File: config.mk
export PLATFORM = sky130hd
export DESIGN_NAME = dot_product_seq
export DESIGN_NICKNAME = d
export VERILOG_FILES = /design/src/rtl/dot_seq_pkg.sv /design/src/rtl/dot_word.sv /design/src/rtl/dot_product_seq.sv
export SDC_FILE = /design/constraint.sdc
export NUM_CORES = 1
export LEC_CHECK = 0
export CORE_MARGIN = 3
export CORE_UTILIZATION = 48
export DETAILED_ROUTE_END_ITERATION = 8
export PLACE_DENSITY = 0.93
export SLEW_MARGIN = 20
export SYNTH_ARGS = -nofsm -noshare
export SYNTH_HDL_FRONTEND = slang
export SYNTH_HIERARCHICAL = 1
export SYNTH_SLANG_ARGS = --single-unit
File: constraint.sdc
create_clock -name clk -period 10.71 [get_ports clk]
set_input_delay 2.142 -clock clk [delete_from_list [all_inputs] [get_ports clk]]
set_output_delay 2.142 -clock clk [all_outputs]
set_load 0.005 [all_outputs]
File: src/rtl/dot_seq_pkg.sv
// Shared types and widths for the word-serial bitwise dot-product controller.
package dot_seq_pkg;

  localparam int WORD_W     = 32;
  localparam int WORD_RES_W = 6;

  typedef enum logic [1:0] {
    IDLE = 2'd0,
    RUN  = 2'd1,
    DONE = 2'd2
  } state_t;

endpackage

File: src/rtl/dot_word.sv
// Combinational per-word bitwise dot product: popcount(a & b).
module dot_word
  import dot_seq_pkg::*;
(
  input  logic [WORD_W-1:0]     a,
  input  logic [WORD_W-1:0]     b,
  output logic [WORD_RES_W-1:0] res
);

  logic [WORD_W-1:0] masked;

  assign masked = a & b;

  always_comb begin
    res = '0;
    for (int i = 0; i < WORD_W; i++) begin
      res = res + WORD_RES_W'(masked[i]);
    end
  end

endmodule

File: src/rtl/dot_product_seq.sv
// Word-serial dot-product controller: accepts LEN word pairs, accumulates popcount(a&b), returns the sum.
// Optional abort input is added when DOTSEQ_ABORT_EN is defined.
//
// Handshakes: a transfer happens on a rising edge where valid && ready are both high;
// in_ready depends only on state, and out_valid/result stay stable until out_ready is seen.
module dot_product_seq
  import dot_seq_pkg::*;
#(
  parameter int MAX_WORDS = 16,
  parameter int LEN_W     = $clog2(MAX_WORDS + 1),
  parameter int ACC_W     = 6 + $clog2(MAX_WORDS)
) (
  input  logic              clk,
  input  logic              reset,
  input  logic              start,
  input  logic [LEN_W-1:0]  len,
  input  logic              in_valid,
  output logic              in_ready,
  input  logic [WORD_W-1:0] vec_a,
  input  logic [WORD_W-1:0] vec_b,
  output logic              busy,
  output logic              out_valid,
  input  logic              out_ready,
  output logic [ACC_W-1:0]  result
`ifdef DOTSEQ_ABORT_EN
  ,
  input  logic              abort
`endif
);

  localparam logic [LEN_W-1:0] MAX_LEN = LEN_W'(MAX_WORDS);

  state_t                state_q;
  state_t                state_d;
  logic [LEN_W-1:0]      len_q;
  logic [LEN_W-1:0]      cnt_q;
  logic [ACC_W-1:0]      acc_q;
  logic [LEN_W-1:0]      len_clamped;
  logic [WORD_RES_W-1:0] word_res;
  logic                  xfer;
  logic                  last_pair;
  logic                  abort_i;
  logic                  kill;

`ifdef DOTSEQ_ABORT_EN
  assign abort_i = abort;
`else
  assign abort_i = 1'b0;
`endif

  // Abort only matters once a job is in flight.
  assign kill        = abort_i && (state_q != IDLE);
  assign len_clamped = (len > MAX_LEN) ? MAX_LEN : len;
  assign xfer        = in_valid && in_ready;
  assign last_pair   = (cnt_q == (len_q - LEN_W'(1)));

  dot_word u_dot_word (
    .a   (vec_a),
    .b   (vec_b),
    .res (word_res)
  );

  // State register
  always_ff @(posedge clk) begin
    if (reset) begin
      state_q <= IDLE;
    end else begin
      state_q <= state_d;
    end
  end

  // Next-state logic
  always_comb begin
    state_d = state_q;
    unique case (state_q)
      IDLE: begin
        if (start) begin
          state_d = (len == '0) ? DONE : RUN;
        end
      end
      RUN: begin
        if (xfer && last_pair) begin
          state_d = DONE;
        end
      end
      DONE: begin
        if (out_ready) begin
          state_d = IDLE;
        end
      end
      default: state_d = IDLE;
    endcase
    if (kill) begin
      state_d = IDLE;
    end
  end

  // Output logic
  always_comb begin
    in_ready  = (state_q == RUN);
    out_valid = (state_q == DONE);
    busy      = (state_q != IDLE);
    result    = acc_q;
  end

  // Job length, pair counter and accumulator
  always_ff @(posedge clk) begin
    if (reset) begin
      len_q <= '0;
      cnt_q <= '0;
      acc_q <= '0;
    end else if (kill) begin
      cnt_q <= '0;
      acc_q <= '0;
    end else begin
      if (state_q == IDLE && start) begin
        len_q <= len_clamped;
        cnt_q <= '0;
        acc_q <= '0;
      end else if (xfer) begin
        cnt_q <= cnt_q + LEN_W'(1);
        acc_q <= acc_q + ACC_W'(word_res);
      end
    end
  end

endmodule

**After elaboration in Yosys (flattened, before gate mapping)**

Index checks and enable logic that the tools add are counted.

- Mux-type cells: 6
- Bitwise gates (word level): 1
- Add/subtract/negate cells: 34
- Order comparisons: 1
- Reductions and logical operators: 8
- Equality and inequality tests: 6

Operators with widths:

| operator | number |
|---|---|
| adder 6 x 1 -> 6 bit | 30 |
| AND 32 bit | 1 |
| adder 10 x 6 -> 10 bit | 1 |
| 2-to-1 mux 2 bit | 4 |
| case mux 2 bit (3 select lines) | 1 |
| adder 5 x 1 -> 5 bit, second input constant | 1 |
| == test 5 bit | 1 |
| greater-than comparator 5 bit, second input constant | 1 |
| zero test 5 bit | 1 |
| 2-to-1 mux 5 bit | 1 |
| subtractor 5 x 1 -> 5 bit, second input constant | 1 |
| != test 2 x 1 -> 1 bit, second input constant | 2 |
| logical AND 1 bit | 3 |
| AND reduction 3 bit | 1 |
| adder 1 x 1 -> 2 bit | 1 |
| == test 2 x 1 -> 1 bit, second input constant | 1 |
| == test 2 bit, second input constant | 1 |
| zero test 2 bit | 1 |
| != test 2 bit, second input constant | 1 |
| nonzero test 2 bit | 1 |
| OR reduction 2 bit | 1 |

- Bits in registers: 22
- Word-level logic and storage cells: 60
- Input port bits: 74
- Output and inout bits: 13

**Logic depth before layout (Yosys ltp)**

Gate-level depths: netlist of the first run.

- Depth after elaboration: 33
- Depth in mapped cells: 21

**Cells and area by module**

The synthesis of the first run kept the hierarchy.

Modules (own cells, without submodules):

| module | seq. area each (µm²) | instances | cells an instance | area each (µm²) |
|---|---|---|---|---|
| dot_product_seq | 440.4 | 1 | 149 | 1,303.8 |
| dot_word | 0.0 | 1 | 99 | 905.9 |

**Least setup slack after synthesis of the first run**

Ideal clock, no wire load.

- Path kind: input port to flip-flop
- From: input vec_a[0]
- To: register acc_q[8], in the netlist result[8]
- Stages: 20
- Arrival: 7,660 ps
- Path slack: 2,984 ps
- Required time: 10,644 ps
- Buffers on the path: 0
- Setup time: 66 ps
- Cell sequence: and2_1 fa_1 inv_1 fa_1 inv_1 fa_1 fa_1 fa_1 fa_1 ha_1 inv_1 fa_1 nand2b_1 a21oi_2 xor2_1 ha_1 o21ai_0 o21a_1 or4_4 a21oi_2

- Word-level cells in the longest chain between the ends: 33

RTL lines:

| what | RTL line | RTL |
|---|---|---|
| from (decl) | dot_product_seq.sv:19 | `input logic [WORD_W-1:0] vec_a,` |
| AND 32 bit | dot_word.sv:12 | `assign masked = a & b;` |
| adder 1 x 1 -> 2 bit | dot_word.sv:17 | `res = res + WORD_RES_W'(masked[i]);` |
| adder 6 x 1 -> 6 bit (30 in series) | dot_word.sv:17 |  |
| named net word_res[4] | dot_product_seq.sv:39 | `logic [WORD_RES_W-1:0] word_res;` |
| adder 10 x 6 -> 10 bit | dot_product_seq.sv:122 | `acc_q <= acc_q + ACC_W'(word_res);` |
| to (signal assigned) | dot_product_seq.sv:122 |  |
| to (decl) | dot_product_seq.sv:37 | `logic [ACC_W-1:0] acc_q;` |

The timed path passes the listed nets, and every way through them passes these cells.
A chain may end at the register's enable or synchronous reset.

**Worst setup path in the final report of the first run**

Ends and elaborated chain as after synthesis.

==> PnR_summary.wiki, run 1 <==
{| class="wikitable"
! Metric !! Value
|-
| Result of the run || finished clean
|-
| Post-CTS Resized || 0
|-
| Clock-pin slew on the worst setup and hold paths || 70 ps
|-
| Final critical delay including setup and external delays || 8080 ps
|-
| Number of warnings reported in the yosys synthesis log || 6
|-
| Seq/Total Area, Yosys || 19.9%
|-
| Average via count per standard cell || 5.16
|-
| Start point of the worst hold path || result[9]
|-
| Xor and xnor fraction of the mapped netlist area || 5.15%
|-
| Count of input and output buffers || 86
|-
| Combined area of all synthesized cells || 2210 sq um
|-
| Number of violations of the max-capacitance limit || 0
|-
| Setup slack of the worst register-to-register path || 8810 ps
|-
| CP peak stage delay || 560 ps
|-
| Number of hold buffers added after CTS || 0
|-
| First-pass GRT wire length || 8420 microns
|-
| Floorplan die area || 5450 sq um
|-
| Post-synthesis share of cell area spent on and, or, nand and nor gates || 23.2%
|-
| Post-detailed-route wirelength per cell || 13.4 microns
|-
| Reg2Reg Depth || 6
|-
| Number of setup buffers added after CTS || 0
|-
| Portion of total power attributed to combinational logic || 76.7%
|-
| Number of failing hold endpoints at the final stage || 0
|-
| Max-slew violations || 0
|-
| Clock root buffer || sky130_fd_sc_hd__clkbuf_8
|-
| H-Tree Depth || 1
|-
| Portion of total power attributed to sequential cells || 15.0%
|-
| Chip Width || 73.9 microns
|-
| Total wire length after detailed routing || 5150 microns
|-
| Clock tree from TritonCTS || yes
|-
| Clock network fraction of design power || 8.3%
|-
| Share of final-layout standard cells stronger than drive strength 1 || 4.20%
|-
| Async set-reset flop share out of synthesis || 0%
|-
| Half-perimeter wire length after placement || 4410 microns
|-
| Family with the most delay on the worst path || adder cells
|-
| Clock sinks || 22
|-
| Fraction of power spent switching nets || 46.4%
|-
| Maximum number of pins on one net before global-route repair || 16
|-
| Share of the clock period used by the worst path after layout || 75.4%
|-
| Synthesized net count || 362
|-
| Gate Count Post-Synth || 248
|-
| Area of the core || 4410 sq um
|-
| Most frequent cell on the critical path || sky130_fd_sc_hd__fa_1
|-
| Slowest cell on crit path || sky130_fd_sc_hd__fa_1
|-
| Cells traversed along the worst timing path || clkdlybuf4s50_1, and2_1, fa_1, inv_1, fa_1, inv_1, fa_1, fa_1, fa_1, fa_1, ha_1, inv_1, fa_1, nand2b_1, a21oi_2, xor2_1, ha_1, o21ai_0, o21a_1, or4_4, a21oi_2
|-
| Row count || 24
|-
| Post-Synth Adder-Cell Area || 31.1%
|-
| CTS buffer count || 3
|-
| DRT Pass-1 Iters || 4
|-
| Worst setup skew after layout || 3.08 ps
|-
| Hold depth || 2
|-
| Total track usage || 19.5%
|-
| Unrepaired setup endpoints after global routing || no
|-
| Maximum count of clock buffers along a single path || 2
|-
| Post-synthesis compound-gate area fraction || 13.3%
|-
| Critical Path Source Type || input pin
|-
| Post-synthesis mux area share || 1.42%
|-
| Pre-CTS worst setup slack || 2370 ps
|-
| Layout overhead on the synthesized area || 42.6%
|-
| Syn_area_per_cell || 8.91 sq um
|-
| Clock insertion delay at the later pin of the skew report || 260 ps
|-
| Endpoint of the worst-slack reg-to-reg timing path || result[6]
|-
| Actual slew at the worst max-slew pin || 641 ps
|-
| Antenna violations before repair || 0
|-
| Initial DRC Count || 103
|-
| Critical path data required time || 10910 ps
|-
| Post-synth EDFFs || 0
|-
| Setup violations, final || 0
|-
| Internal Dissipation || 330 uW
|-
| Number of nets at the end of the flow || 449
|-
| Worst hold path class || reg2reg
|-
| Crit. End Element || register
|-
| Primary flip-flop cell chosen by synthesis mapping || sky130_fd_sc_hd__dfxtp_1
|-
| WP data arrival || 8280 ps
|-
| Total power divided by cell area || 195 nW/um^2
|-
| Number of remaining DRC errors || 0
|-
| Least setup slack across all paths after layout || 2630 ps
|-
| Number of I/O pins || 87
|-
| Largest vdd supply drop || 0.133 mV
|-
| Vias in the first global route || 1950
|-
| Effective utilization at floorplan || 50.1%
|-
| Switching pwr || 285 uW
|-
| Number of vias after detailed routing || 1988
|-
| #FFs+latches synth || 22
|-
| Main combinational cell family by area after synthesis || adder cells
|-
| Number of library cell types mapped by synthesis || 46
|-
| Utilization after layout || 71.4%
|-
| Worst R2R Start || result[0]
|-
| Pleak || 0.00132 uW
|-
| Type of the setup path with the least slack || in2reg
|-
| Finished layout cell area || 3150 sq um
|-
| Sum of negative setup slack || 0 ps
|-
| Weighted congestion at the end of routability-driven global placement || 0.853
|-
| Diode count || 0
|-
| Congestion Overflow GR || 0
|-
| Worst slew margin || 57.2%
|-
| DIE HEIGHT || 73.9 microns
|-
| CP Max Fanout || 5
|-
| Buffering stage count on the worst path with inverters included || 4
|-
| Highest attainable clock frequency || 124 MHz
|-
| Endpoint with the worst hold slack || result[9]
|-
| Number of routed nets with antenna violations || 0
|-
| Placed Area || 3110 sq um
|-
| Post-route total power || 615 uW
|}
-- how the worst max path moves through the flow --
stage | start | endpoint | depth (start not counted)
6_report | vec_a[0] | result[8] | 21
5_1_grt | vec_a[0] | result[8] | 21
4_1_cts | vec_a[0] | result[8] | 21
3_5_place_dp | vec_a[0] | result[8] | 21
3_3_place_gp | vec_a[0] | result[8] | 21
2_1_floorplan | vec_a[0] | result[8] | 20
-- logic make-up after synthesis --
logic type      Yosys count
compound gates           43
xor+xnor                 13
fa+ha+maj                40
buf+inv                  32
flops                    22
mux                       3
simple gates             95
-- tightest hold or removal path, stage by stage (launching register included) --
cell,delay [ps]
sky130_fd_sc_hd__dfxtp_1,320
sky130_fd_sc_hd__nand2_1,60
sky130_fd_sc_hd__mux2i_1,50
-- metrics by stage --
step / hold slack (ps) / cells
after global placement: 453 / 382
final: 482 / 385
after global routing: 509 / 385
after detailed placement: 475 / 382
after CTS: 485 / 385
after floorplan: 460 / 248
-- synthesized netlist by cell type (all sizes together) (2+ instances only) --
master	instances	area share (%)
nand3b	2	0.68
or2	2	0.57
nor2	13	2.2
a21o	4	1.4
a21oi	8	2.3
nand2b	3	0.85
nor2b	2	0.57
nand3	3	0.68
fa	25	23
a211oi	5	1.7
dfxtp	22	20
inv	28	4.8
o21a	3	1.0
nor3b	3	1.2
nand4	3	0.85
nor3	3	0.68
and2	23	6.5
buf	4	1.1
nand2	28	4.8
xnor2	7	2.8
o21ai	13	3.1
or3	4	1.1
xor2	6	2.4
ha	15	8.5
mux2i	2	0.91
-- power groups by stage --
stage	Sequential (uW)	Clock [uW]	Combinational, uW
final	92.1	51.3	472
after global routing	93.0	56.8	537
after CTS	92.1	52.4	471
after detailed placement	93.9	0	468
after global placement	93.8	0	442
after floorplan	93.1	0	357
-- cell usage in the layout (no fill, tap or decap), drive strengths merged, types with 8 or more instances in the layout --
master,instances
clkdlybuf4s50,86
inv,28
nand2,28
fa,25
and2,23
dfxtp,22
ha,15
nor2,13
o21ai,13
a21oi,8
-- area by class of cell --
cell class | instances | area (sq um)
Sequential cell | 22 | 440
Clock buffer | 3 | 41.3
Multi-Input combinational cell | 194 | 1640
Tap cell | 52 | 65.1
Timing Repair Buffer | 86 | 861
Fill cell | 333 | 1260
Inverter | 28 | 105
-- layer usage --
| metal | vias to the layer above | share of wire [%] | track usage [%] |
|---|---|---|---|
| met5 | - | 0 | 0 |
| met4 | 0 | 0.62 | 3.42 |
| met3 | 4 | 5.7 | 2.74 |
| met2 | 72 | 55 | 34.5 |
| met1 | 914 | 39 | 25.5 |
| li1 | 998 | - | - |
-- sequential cells by signal, indices dropped and copies added (netlist names) --
signal / flops
cnt_q: 5
result: 10
len_q: 5
state_q: 2
Power figures use the tool's default switching activity.
==> inputs of run 2 (changes only) <==
Settings changed: CORE_UTILIZATION 48 to 40, PLACE_DENSITY 0.93 to 0.83.
Clock period 10.71 ns to 7.4 ns, I/O delays scaled along.
==> run 2 against run 1 <==
Compared with the run above: clock skew decreased by 1.5 ps; via count grew 4.2%; non-clock buffer count up 10; critical path depth stayed put; sequential share of layout area shrank 0.55 points; largest power group unchanged.
==> PnR_summary.wiki, run 2 (same netlist as run 1, synthesis figures left out) <==
{| class="wikitable"
! Metric !! Value
|-
| Worst hold path class || reg2reg (unchanged)
|-
| Portion of total power attributed to combinational logic || 79.5% (was 76.7%)
|-
| Sum of negative setup slack || 0 ps (unchanged)
|-
| Clock insertion delay at the later pin of the skew report || 260 ps (about the same)
|-
| CP Max Fanout || 2 (was 5)
|-
| Clock sinks || 22 (unchanged)
|-
| Row count || 26 (was 24)
|-
| Clock-pin slew on the worst setup and hold paths || 80 ps (was 70 ps)
|-
| Diode count || 0 (unchanged)
|-
| Fraction of power spent switching nets || 44.4% (was 46.4%)
|-
| Layout overhead on the synthesized area || 48.5% (was 42.6%)
|-
| Pleak || 0.00137 uW (was 0.00132 uW)
|-
| Placed Area || 3200 sq um (was 3110 sq um)
|-
| Average via count per standard cell || 5.01 (was 5.16)
|-
| Worst slew margin || 60.6% (was 57.2%)
|-
| Minimum hold slack || 484 ps (was 482 ps)
|-
| Share of the clock period used by the worst path after layout || 97.1%
|-
| Switching pwr || 454 uW (was 285 uW)
|-
| Vias in the first global route || 2053 (was 1950)
|-
| Portion of total power attributed to sequential cells || 13.1% (was 15.0%)
|-
| Largest vdd supply drop || 0.218 mV (was 0.133 mV)
|-
| Number of failing hold endpoints at the final stage || 0 (unchanged)
|-
| Initial DRC Count || 78 (was 103)
|-
| Total track usage || 17.1% (was 19.5%)
|-
| Number of I/O pins || 87 (unchanged)
|-
| Highest attainable clock frequency || 139 MHz
|-
| Leading cell type in the layout, fill and taps excluded || sky130_fd_sc_hd__clkdlybuf4s50_1 (unchanged)
|-
| Actual slew at the worst max-slew pin || 589 ps (was 641 ps)
|-
| Final non-filler cell total || 413 (was 385)
|-
| Effective utilization at floorplan || 42.2% (was 50.1%)
|-
| Reg2Reg Depth || 7 (was 6)
|-
| Number of vias after detailed routing || 2071 (was 1988)
|-
| Floorplan die area || 6450 sq um (was 5450 sq um)
|-
| Critical path data required time || 7600 ps (was 10910 ps)
|-
| Weighted congestion at the end of routability-driven global placement || 0.904 (was 0.853)
|-
| CTS buffer count || 3 (unchanged)
|-
| Number of violations of the max-capacitance limit || 0 (unchanged)
|-
| Clock root buffer || sky130_fd_sc_hd__clkbuf_8 (unchanged)
|-
| Number of nets at the end of the flow || 459 (was 449)
|-
| Max-slew violations || 0 (unchanged)
|-
| Number of flip-flops under the largest register name || 10 (unchanged)
|-
| Utilization after layout || 62.7% (was 71.4%)
|-
| DIE HEIGHT || 80.3 microns (was 73.9 microns)
|-
| Finished layout cell area || 3280 sq um (was 3150 sq um)
|-
| Internal Dissipation || 568 uW (was 330 uW)
|-
| Number of remaining DRC errors || 0 (unchanged)
|-
| Area of the core || 5240 sq um (was 4410 sq um)
|-
| Placed Instances || 409 (was 382)
|-
| H-Tree Depth || 1 (unchanged)
|-
| Total wire length after detailed routing || 5360 microns (was 5150 microns)
|-
| Result of the run || finished clean (unchanged)
|-
| Unrepaired setup endpoints after global routing || no (unchanged)
|-
| Setup violations, final || 0 (unchanged)
|-
| Worst setup skew after layout || 1.62 ps (was 3.08 ps)
|-
| Number of fill cells || 418 (was 333)
|-
| Chip Width || 80.3 microns (was 73.9 microns)
|-
| Crit. End Element || register (unchanged)
|-
| Share of final-layout standard cells stronger than drive strength 1 || 9.33% (was 4.20%)
|-
| Number of hold buffers added after CTS || 0 (unchanged)
|-
| Clock network fraction of design power || 7.4% (was 8.3%)
|-
| Type of the setup path with the least slack || in2reg (unchanged)
|-
| Post-detailed-route wirelength per cell || 13.0 microns (was 13.4 microns)
|-
| Maximum count of clock buffers along a single path || 2 (unchanged)
|-
| First-pass GRT wire length || 8870 microns (was 8420 microns)
|-
| Total power divided by cell area || 311 nW/um^2 (was 195 nW/um^2)
|-
| Number of routed nets with antenna violations || 0 (unchanged)
|-
| Congestion Overflow GR || 0 (unchanged)
|-
| WP data arrival || 7390 ps (was 8280 ps)
|-
| Maximum number of pins on one net before global-route repair || 16 (unchanged)
|-
| Antenna violations before repair || 0 (unchanged)
|-
| Final critical delay including setup and external delays || 7190 ps
|-
| Clock tree from TritonCTS || yes (unchanged)
|-
| Half-perimeter wire length after placement || 4490 microns (was 4410 microns)
|-
| Critical Path Source Type || input pin (unchanged)
|-
| Hold depth || 2 (unchanged)
|-
| Commonest cells after routing, fill and taps aside || sky130_fd_sc_hd__clkdlybuf4s50_1 (86), sky130_fd_sc_hd__inv_1 (28), sky130_fd_sc_hd__nand2_1 (28) (unchanged)
|-
| DRT Pass-1 Iters || 4 (unchanged)
|-
| Count of input and output buffers || 86 (unchanged)
|}
run 2: changes by cell type in the layout (fill, tap and decap cells not counted), sizes merged:
cell / previous run / this run
buf: 0 / 10
run 2: worst paths after layout:
| check | startpoint | to | slack [ps] |
|---|---|---|---|
| worst max register to register | result[0] | result[6] | 5490 |
| worst min-delay path | result[9] | result[9] | 480 |
| worst max-delay path | vec_a[0] | result[8] | 210 |
| worst min register to register | result[9] | result[9] | 480 |
run 2: final cells by class:
cell class              instances  area [sq um]  share of cell area, %
repair buffers                 96           936                   28.5
multi-input cells             194          1670                   50.9
well taps                      70          87.6                   2.67
clock buffers                   3          41.3                   1.26
flip-flops and latches         22           440                   13.4
inverters                      28           105                   3.20
run 2: repair_timing:
item                                    in CTS  in global routing
endpoints found under the setup margin       0                  6
gates resized for setup                      0                 10
setup buffers                                0                  1
run 2: layer usage:
layer,GRT usage (%),vias up,share of wire (%)
li1,-,1021,-
met1,22.4,989,41
met2,29.0,57,53
met3,3.36,4,4.9
met4,3.72,0,1.1
met5,0,-,0
run 2: per-stage QoR:
stage                     power [uW]  setup WS (ps)
after detailed placement         866           -200
final                           1020            212
after floorplan                  652            336
after global placement           836           -113
after global routing            1140           30.7
after CTS                        947           49.3
run 2: worst max-delay path, stage by stage:
cell and delay (ps):
sky130_fd_sc_hd__clkdlybuf4s50_1 390, sky130_fd_sc_hd__and2_1 170, sky130_fd_sc_hd__fa_1 530, sky130_fd_sc_hd__inv_1 50, sky130_fd_sc_hd__fa_1 530, sky130_fd_sc_hd__inv_1 50
sky130_fd_sc_hd__fa_1 490, sky130_fd_sc_hd__fa_2 590, sky130_fd_sc_hd__fa_1 420, sky130_fd_sc_hd__fa_1 500, sky130_fd_sc_hd__ha_2 180, sky130_fd_sc_hd__inv_1 50
sky130_fd_sc_hd__fa_2 350, sky130_fd_sc_hd__nand2b_4 150, sky130_fd_sc_hd__a21oi_2 130, sky130_fd_sc_hd__xor2_1 80, sky130_fd_sc_hd__ha_1 290, sky130_fd_sc_hd__o21ai_0 100
sky130_fd_sc_hd__o21a_1 230, sky130_fd_sc_hd__or4_4 480, sky130_fd_sc_hd__a21oi_2 130
run 2: power by group through the flow:
stage | Combinational [uW] | Sequential [uW] | Clock (uW)
2_1_floorplan | 517 | 135 | 0
3_3_place_gp | 700 | 136 | 0
3_5_place_dp | 729 | 137 | 0
4_1_cts | 738 | 134 | 74.3
5_1_grt | 919 | 136 | 80.7
6_report | 812 | 134 | 75.7
